**src/rtl/wght_spad_pingpong_pkg.sv**
```systemverilog
// Shared defaults and bank-state encoding for the ping-pong weight scratchpad.
package wght_spad_pingpong_pkg;

    localparam int unsigned DEF_DATA_BITWIDTH     = 16;
    localparam int unsigned DEF_ADDR_BITWIDTH_SPAD = 9;
    localparam int unsigned DEF_KERNEL_SIZE       = 3;
    localparam int unsigned DEF_WPF               = DEF_KERNEL_SIZE ** 2;

    // Per-bank lifecycle: filled by the router, drained by the MAC.
    typedef enum logic [1:0] {
        BankEmpty   = 2'b00,
        BankFilling = 2'b01,
        BankFull    = 2'b10
    } bank_state_e;

endpackage

```
**src/rtl/wght_spad_pingpong_regfile.sv**
```systemverilog
// Register file: one synchronous write port, one registered read port.
// Storage is not reset; only the read-data register is.
module spad_regfile_1r1w
    import wght_spad_pingpong_pkg::*;
#(
    parameter int unsigned WIDTH = DEF_DATA_BITWIDTH,
    parameter int unsigned DEPTH = 2 * DEF_WPF,
    localparam int unsigned AW   = $clog2(DEPTH)
) (
    input  logic             clk,
    input  logic             reset,
    input  logic             we,
    input  logic [AW-1:0]    waddr,
    input  logic [WIDTH-1:0] wdata,
    input  logic             re,
    input  logic [AW-1:0]    raddr,
    output logic [WIDTH-1:0] rdata
);

    logic [WIDTH-1:0] mem_q [DEPTH];
    logic [WIDTH-1:0] rdata_q;

    // Write port: storage contents are don't-care after reset.
    always_ff @(posedge clk) begin
        if (we) begin
            mem_q[waddr] <= wdata;
        end
    end

    // Read port: holds its last value when no read is enabled.
    always_ff @(posedge clk or negedge reset) begin
        if (!reset) begin
            rdata_q <= '0;
        end else if (re) begin
            rdata_q <= mem_q[raddr];
        end
    end

    assign rdata = rdata_q;

endmodule

```
**src/rtl/wght_spad_pingpong.sv**
```systemverilog
// Two-bank weight scratchpad: the router fills one bank while the MAC reads the other.
module wght_spad_pingpong
    import wght_spad_pingpong_pkg::*;
#(
    parameter int unsigned DATA_BITWIDTH      = DEF_DATA_BITWIDTH,
    parameter int unsigned ADDR_BITWIDTH_SPAD = DEF_ADDR_BITWIDTH_SPAD,
    parameter int unsigned kernel_size        = DEF_KERNEL_SIZE
) (
    input  logic                          clk,
    input  logic                          reset,
    input  logic [DATA_BITWIDTH-1:0]      w_data_spad,
    input  logic                          load_en_spad,
    output logic                          wr_ready,
    output logic                          load_done,
    output logic                          rd_avail,
    input  logic                          r_req,
    input  logic [ADDR_BITWIDTH_SPAD-1:0] r_addr,
    output logic [DATA_BITWIDTH-1:0]      r_data,
    output logic                          r_valid,
    input  logic                          rd_release,
    output logic                          overflow_err
);

    localparam int unsigned WPF  = kernel_size ** 2;
    localparam int unsigned CntW = $clog2(WPF);
    localparam int unsigned AW   = $clog2(2 * WPF);

    bank_state_e     bank_state_q [2];
    logic            wr_bank_q;
    logic            rd_bank_q;
    logic [CntW-1:0] wr_cnt_q;
    logic            load_done_q;
    logic            r_valid_q;
    logic            overflow_err_q;

    logic [1:0]      full;
    logic            wr_fire;
    logic            wr_last;
    logic            rel_fire;
    logic            rd_fire;
    logic [AW-1:0]   rf_waddr;
    logic [AW-1:0]   rf_raddr;

    // Decode bank fullness and qualify the three event strobes.
    always_comb begin
        full[0]  = (bank_state_q[0] == BankFull);
        full[1]  = (bank_state_q[1] == BankFull);
        wr_ready = ~full[wr_bank_q];
        rd_avail = full[rd_bank_q];
        wr_fire  = load_en_spad & wr_ready;
        wr_last  = wr_fire & (wr_cnt_q == CntW'(WPF - 1));
        rel_fire = rd_release & full[rd_bank_q];
        rd_fire  = r_req & rd_avail & (r_addr < ADDR_BITWIDTH_SPAD'(WPF));
        // Flat index = bank * WPF + idx.
        rf_waddr = wr_bank_q ? AW'(WPF) + AW'(wr_cnt_q) : AW'(wr_cnt_q);
        rf_raddr = rd_bank_q ? AW'(WPF) + AW'(r_addr) : AW'(r_addr);
    end

    // Bank state machines, bank pointers, fill counter and registered status outputs.
    always_ff @(posedge clk or negedge reset) begin
        if (!reset) begin
            bank_state_q[0] <= BankEmpty;
            bank_state_q[1] <= BankEmpty;
            wr_bank_q       <= 1'b0;
            rd_bank_q       <= 1'b0;
            wr_cnt_q        <= '0;
            load_done_q     <= 1'b0;
            r_valid_q       <= 1'b0;
            overflow_err_q  <= 1'b0;
        end else begin
            for (int b = 0; b < 2; b++) begin
                case (bank_state_q[b])
                    BankEmpty: begin
                        if (wr_fire && wr_bank_q == 1'(b)) begin
                            bank_state_q[b] <= wr_last ? BankFull : BankFilling;
                        end
                    end
                    BankFilling: begin
                        if (wr_last && wr_bank_q == 1'(b)) begin
                            bank_state_q[b] <= BankFull;
                        end
                    end
                    BankFull: begin
                        if (rel_fire && rd_bank_q == 1'(b)) begin
                            bank_state_q[b] <= BankEmpty;
                        end
                    end
                    default: bank_state_q[b] <= BankEmpty;
                endcase
            end

            if (wr_last) begin
                wr_cnt_q  <= '0;
                wr_bank_q <= ~wr_bank_q;
            end else if (wr_fire) begin
                wr_cnt_q <= wr_cnt_q + 1'b1;
            end

            if (rel_fire) begin
                rd_bank_q <= ~rd_bank_q;
            end

            load_done_q <= wr_last;
            r_valid_q   <= rd_fire;
            // A strobe against a full bank is dropped and latched as an error.
            if (load_en_spad && !wr_ready) begin
                overflow_err_q <= 1'b1;
            end
        end
    end

    spad_regfile_1r1w #(
        .WIDTH (DATA_BITWIDTH),
        .DEPTH (2 * WPF)
    ) u_regfile (
        .clk   (clk),
        .reset (reset),
        .we    (wr_fire),
        .waddr (rf_waddr),
        .wdata (w_data_spad),
        .re    (rd_fire),
        .raddr (rf_raddr),
        .rdata (r_data)
    );

    assign load_done    = load_done_q;
    assign r_valid      = r_valid_q;
    assign overflow_err = overflow_err_q;

endmodule

```
**config.mk**
```make
export PLATFORM = sky130hd
export DESIGN_NAME = wght_spad_pingpong
export DESIGN_NICKNAME = d
export VERILOG_FILES = /design/src/rtl/wght_spad_pingpong_pkg.sv /design/src/rtl/wght_spad_pingpong_regfile.sv /design/src/rtl/wght_spad_pingpong.sv
export SDC_FILE = /design/constraint.sdc
export NUM_CORES = 1
export LEC_CHECK = 0
export ABC_AREA = 1
export BUFFER_PORTS_ARGS = -buffer_cell sky130_fd_sc_hd__clkbuf_2
export CORE_MARGIN = 2
export CORE_UTILIZATION = 67
export CTS_CLUSTER_SIZE = 10
export DETAILED_ROUTE_END_ITERATION = 6
export MAX_ROUTING_LAYER = met4
export PLACE_DENSITY = 0.84
export SYNTH_ARGS = -nofsm -noshare
export SYNTH_HDL_FRONTEND = slang
export SYNTH_SLANG_ARGS = --single-unit
```
**constraint.sdc**
```tcl
create_clock -name clk -period 6.75 [get_ports clk]
set_input_delay 1.35 -clock clk [delete_from_list [all_inputs] [get_ports clk]]
set_output_delay 1.35 -clock clk [all_outputs]
set_load 0.02 [all_outputs]
```
=== Yosys cells after proc, flatten, opt, wreduce, memory -nomap -nowiden ===
Memory sizes are Yosys's and may differ from the RTL's. A register that Yosys moved wholly into a read port is not among the register bits.
Index checks and enable logic that the tools add are counted.

* Memories kept: 1
* Output and inout bits: 21
* Input bits: 30
* RAM bits: 288
* Bits in registers: 13

{| class="wikitable"
|+ Memory list
! memory !! words !! bits a word !! read ports !! clocked after memory_dff !! wr ports !! line !! source
|-
| u_regfile.mem_q || 18 || 16 || 1 || 1 || 1 || wght_spad_pingpong_regfile.sv:20 || <nowiki>logic [WIDTH-1:0] mem_q [DEPTH];</nowiki>
|}

* Mux-type cells: 19
* Reductions and logical operators: 13
* Bitwise operators: 8
* Equality and inequality tests: 11
* Add/subtract/negate cells: 3
* $lt $le $gt $ge: 3

{| class="wikitable"
|+ Operators by type and width
! operator !! count
|-
| $mux 2 || 7
|-
| $pmux 2 s3 || 2
|-
| $mux 5 || 2
|-
| $lt 9x4->1 const B || 1
|-
| $mux 4 || 2
|-
| $ne 2x2->1 const B || 4
|-
| $logic_and 1x1->1 || 7
|-
| $mux 1 || 6
|-
| $reduce_and 3->1 || 2
|-
| $add 4x4->5 const A || 1
|-
| $add 4x5->5 const A || 1
|-
| $and 1x1->1 || 5
|-
| $add 4x1->4 const B || 1
|-
| $eq 2x1->1 const B || 2
|-
| $eq 2x2->1 const B || 2
|-
| $eq 4x4->1 const B || 1
|-
| $logic_not 2->1 || 2
|-
| $lt 1x2->1 const B || 2
|-
| $ne 2x1->1 const B || 2
|-
| $not 1->1 || 3
|-
| $reduce_bool 2->1 || 1
|-
| $logic_not 1->1 || 1
|}

=== Longest topological paths before layout ===
* Depth in word-level cells: 9
* Mapped depth: 12

=== Modules after synthesis ===
From an unflattened synthesis, not the netlist that was laid out.

* Cell total of the unflattened synthesis: 1,348
* Area total of the unflattened synthesis: 13,784.5 µm²

{| class="wikitable"
|+ By module, submodules not included
! module !! sequential area each (µm²) !! area each (µm²) !! instances !! cells an instance
|-
| spad_regfile_1r1w || 9,048.7 || 12,926.1 || 1 || 1,234
|-
| wght_spad_pingpong || 325.3 || 858.3 || 1 || 114
|}

=== Least setup slack after synthesis ===
No wires, ideal clock.

* Path type: input -> register
* Start: input port load_en_spad
* End: memory u_regfile.mem_q[0][0] (netlist bit) (enable)
* Library setup time: 0.388 ns
* Cell stages on the path: 4
* Buffers on the path: 0
* Data arrival time: 2.500 ns
* Slack: 3.862 ns
* Path through: nand2_2 > inv_1 > nand3_1 > nor2_1

* Longest elaborated chain between the ends: 3

{| class="wikitable"
|+ RTL lines
! item !! line !! source
|-
| start: declaration || wght_spad_pingpong.sv:12 || <nowiki>input logic load_en_spad,</nowiki>
|-
| $and 1x1->1 || wght_spad_pingpong.sv:50 || <nowiki>wr_fire = load_en_spad & wr_ready;</nowiki>
|-
| $mux 1 || wght_spad_pingpong_regfile.sv:25 || <nowiki>if (we) begin</nowiki>
|-
| $mux 1 (implied by the code) || wght_spad_pingpong_regfile.sv:26 || <nowiki>mem_q[waddr] <= wdata;</nowiki>
|-
| end: declaration || wght_spad_pingpong_regfile.sv:20 ||
|}

Every way passes these cells.

=== Final worst setup path ===
* Start: input port r_addr[0]
* End: register u_regfile.rdata_q[12], in the netlist u_regfile.rdata[12], read port of u_regfile.mem_q

* Longest elaborated chain between the ends: 2
* Elaborated cells on any way between the ends: 4

{| class="wikitable"
|+ RTL lines
! item !! line !! source
|-
| start: declaration || wght_spad_pingpong.sv:17 || <nowiki>input logic [ADDR_BITWIDTH_SPAD-1:0] r_addr,</nowiki>
|-
| $lt 9x4->1 or $add 4x5->5 (tied branches) || wght_spad_pingpong.sv:53, wght_spad_pingpong.sv:56 ||
|-
| $and 1x1->1 or $mux 5 (tied branches) || wght_spad_pingpong.sv:53, wght_spad_pingpong.sv:56 ||
|-
| end: declaration || wght_spad_pingpong_regfile.sv:21 || <nowiki>logic [WIDTH-1:0] rdata_q;</nowiki>
|}

Parallel ways exist; a longest one is shown, timed or not.
A chain may end at the register's enable or synchronous reset.

==> impl_metrics.ini <==
[outcome]
status = completed

[cells_and_area]
fin_nets = 1464
area_growth_pct = 10.34
drive_gt1_frac = 0.1000
num_antenna_cells = 0
fill_cells = 1288

[placed_design]
place.gp.congestion = 0.8152
pre_cts_ws_ns = 2.517
dp_hpwl_um = 19600
portBuffers = 50

[global_route]
antenna_found_initial = 0
grt_remaining_overflow = 0
grt_first_pass_wirelength_um = 56220
grt_pass1_vias = 10410
track_usage = 0.3504
grt_start_max_net_pins = 66

[floorplan]
start_util = 0.6766
rows = 53
pin_count = 51
core-area_um2 = 20890
die_h_um = 149.2
die_area_um2 = 22270
die_x_um = 149.2

[pwr]
netSwitchingFraction = 0.2238
max-vdd-ir-drop_v = 0.0002030
powerDensity_nw_per_um2 = 266.2
p_comb_frac = 0.063
seq_power_share = 0.516
clkPwrFrac = 0.421
p_int_mw = 3.222
p_leak_nw = 6.851
p_sw_uw = 929.2
finalPower_mw = 4.151

[synth]
ys_ff_latch = 317
ys_async_sr_fraction = 0.09148
syn_area_um2 = 14130
synth-adder-area-share = 0.002656
synthTopCellsByArea = edfxtp_1 61%, nand3_1 11%, nand2_1 7.8%, inv_1 7.0%, dfrtp_1 5.1%
synth_common_cells = 321 x nand3_1, 295 x nand2_1, 288 x edfxtp_1
synth_top_area_cell = edfxtp_1
yosys.area_share.simple = 0.2213
ys_types = 32
yosys_most_used_dff = edfxtp_1
muxShareOfSynthArea = 0
yosysWarningCount = 0
synth_top_family_by_area = simple AND/OR/NAND/NOR gates
synth_compound_area_frac = 0.009561
synth_xor_area_frac = 0.005666
ys_seq_area_frac = 0.6632
avgSynthCellArea_um2 = 10.21
synthCells = 1384
synth_edf_count = 288
post-synth-top-count-cell = nand3_1
synth_top_area_share = 0.6119
syn-num-nets = 1417

[clock_tree]
cts_tree = done
cts_resized = 0
cts_sinks = 317
htreeDepth = 2
ctsHoldBuffers = 0
cts_made_buffers = 37
cts_setup_buffers = 0
path_clk_slew_ns = 0.05
clock_latency_ns = 0.52
clock-root-buffer = clkbuf_16
clockBufferDepth = 3

[route]
top_layer = met4
remaining_drc_errors = 0
first_pass_iters = 7
routed_wl_um = 36820
post_drt_via_cell_ratio = 6.079
wl_per_cell_um = 21.35
met1_length_um = 12880
wl_met2_um = 17070
first_iter_violations = 1408
antenna_left = 0
route.vias.total = 10490
wl_met3_um = 4521

[critical_path]
crit_type = primary input to flip-flop
cp-end-kind = flip-flop
r2r_slack_ns = 3.07
cp.required_ns = 7.21
crit_arrival_ns = 4.33
r2r-start = rd_bank_q
r2r_cells = 12
cp-start-kind = primary input
worst-path-max-fanout = 65
r2r_end = u_regfile.rdata[12]

[timing]
fin_worst_skew_ns = 0.01402
rsz0062_at_grt = false
holdWs_ns = 0.4750
fmax_mhz = 258.1
worst_pin_slew_ns = 1.441
slew_viol_final = 0
max-slew-margin-rel = 0.03842
finalCritPeriodShare = 0.5739
finalCriticalPeriod_ns = 3.874
fin_setup_tns_ns = 0
hold_violations = 0
finalSetupViolations = 0
worst_slack_ns = 2.876

[run]
maxCapViolCount = 0

[hold_path]
hold_class = flip-flop to flip-flop
min_to = overflow_err
whs_path_depth = 1
min-delay-start = overflow_err
per-layer routing:
layer,track usage,up-vias
met5,-,-
met4,0.2081,0
met3,0.06514,184
met2,0.5313,799
met1,0.4465,4898
li1,-,4606
power by group through the flow:
| stage | clock (mW) | combinational, mW | sequential (mW) |
|---|---|---|---|
| global placement | 0 | 0.243 | 2.18 |
| CTS | 1.75 | 0.254 | 2.14 |
| floorplan | 0 | 0.164 | 2.18 |
| global route | 1.82 | 0.282 | 2.14 |
| detailed placement | 0 | 0.250 | 2.18 |
| finish | 1.75 | 0.261 | 2.14 |
worst max-delay path, cell delays in order:
cell      delay [ns]
clkbuf_2        0.15
inv_2           0.07
nand2_2         0.06
buf_4           0.65
nand2_4         0.65
buf_4           0.56
nand2_1         0.14
nand3_1         0.07
nand3_1         0.15
nand3_1         0.13
nand3_1         0.14
nand2_1         0.07
nand2_1         0.07
state kept, by name, indices dropped and copies added (netlist names):
register,count
bank_state_q,4
load_done,1
overflow_err,1
r_valid,1
rd_bank_q,1
u_regfile.mem_q,288
u_regfile.rdata,16
wr_bank_q,1
wr_cnt_q,4
layout make-up:
class                           instances  area [um^2]  share of cell area
Clock buffer                           56        997.2             0.06394
Inverter                              268         1006             0.06451
Clock inverter                          2        17.52            0.001123
Sequential cell                       317         9374              0.6011
Tap cell                              275        344.1             0.02206
Timing Repair Buffer                   74        430.4             0.02760
Multi-Input combinational cell        733         3426              0.2197
layout by cell type (no fill, tap or decap), types with 16 or more instances in the layout:
cell / n
nand2_1: 294
nand3b_1: 16
clkbuf_2: 50
dfrtp_1: 29
nand3_1: 321
clkbuf_1: 19
inv_1: 262
buf_4: 24
nor2_1: 47
clkbuf_16: 37
edfxtp_1: 288
logic make-up after synthesis:
logic type | Yosys count
simple gates | 702
buf+inv | 334
flops | 317
compound gates | 21
xor+xnor | 7
fa+ha+maj | 3
stage by stage:
step	std cells	area, um^2	util
2_1_floorplan	1384	14130	-
4_1_cts	1725	15600	0.7466
6_report	1725	15600	0.7466
5_1_grt	1725	15600	0.7466
3_5_place_dp	1667	14580	0.6980
3_3_place_gp	1667	14580	0.6980
worst max-delay path by stage:
stage,start,endpoint,slack (ns)
after detailed placement,r_addr[0],u_regfile.rdata[6],2.52
after CTS,r_addr[0],u_regfile.rdata[11],3.00
after global placement,r_addr[0],u_regfile.rdata[11],2.58
after floorplan,load_en_spad,u_regfile.mem_q[0][0],3.86
after global routing,r_addr[0],u_regfile.rdata[6],2.70
final,r_addr[0],u_regfile.rdata[12],2.88
Power figures use the tool's default switching activity.
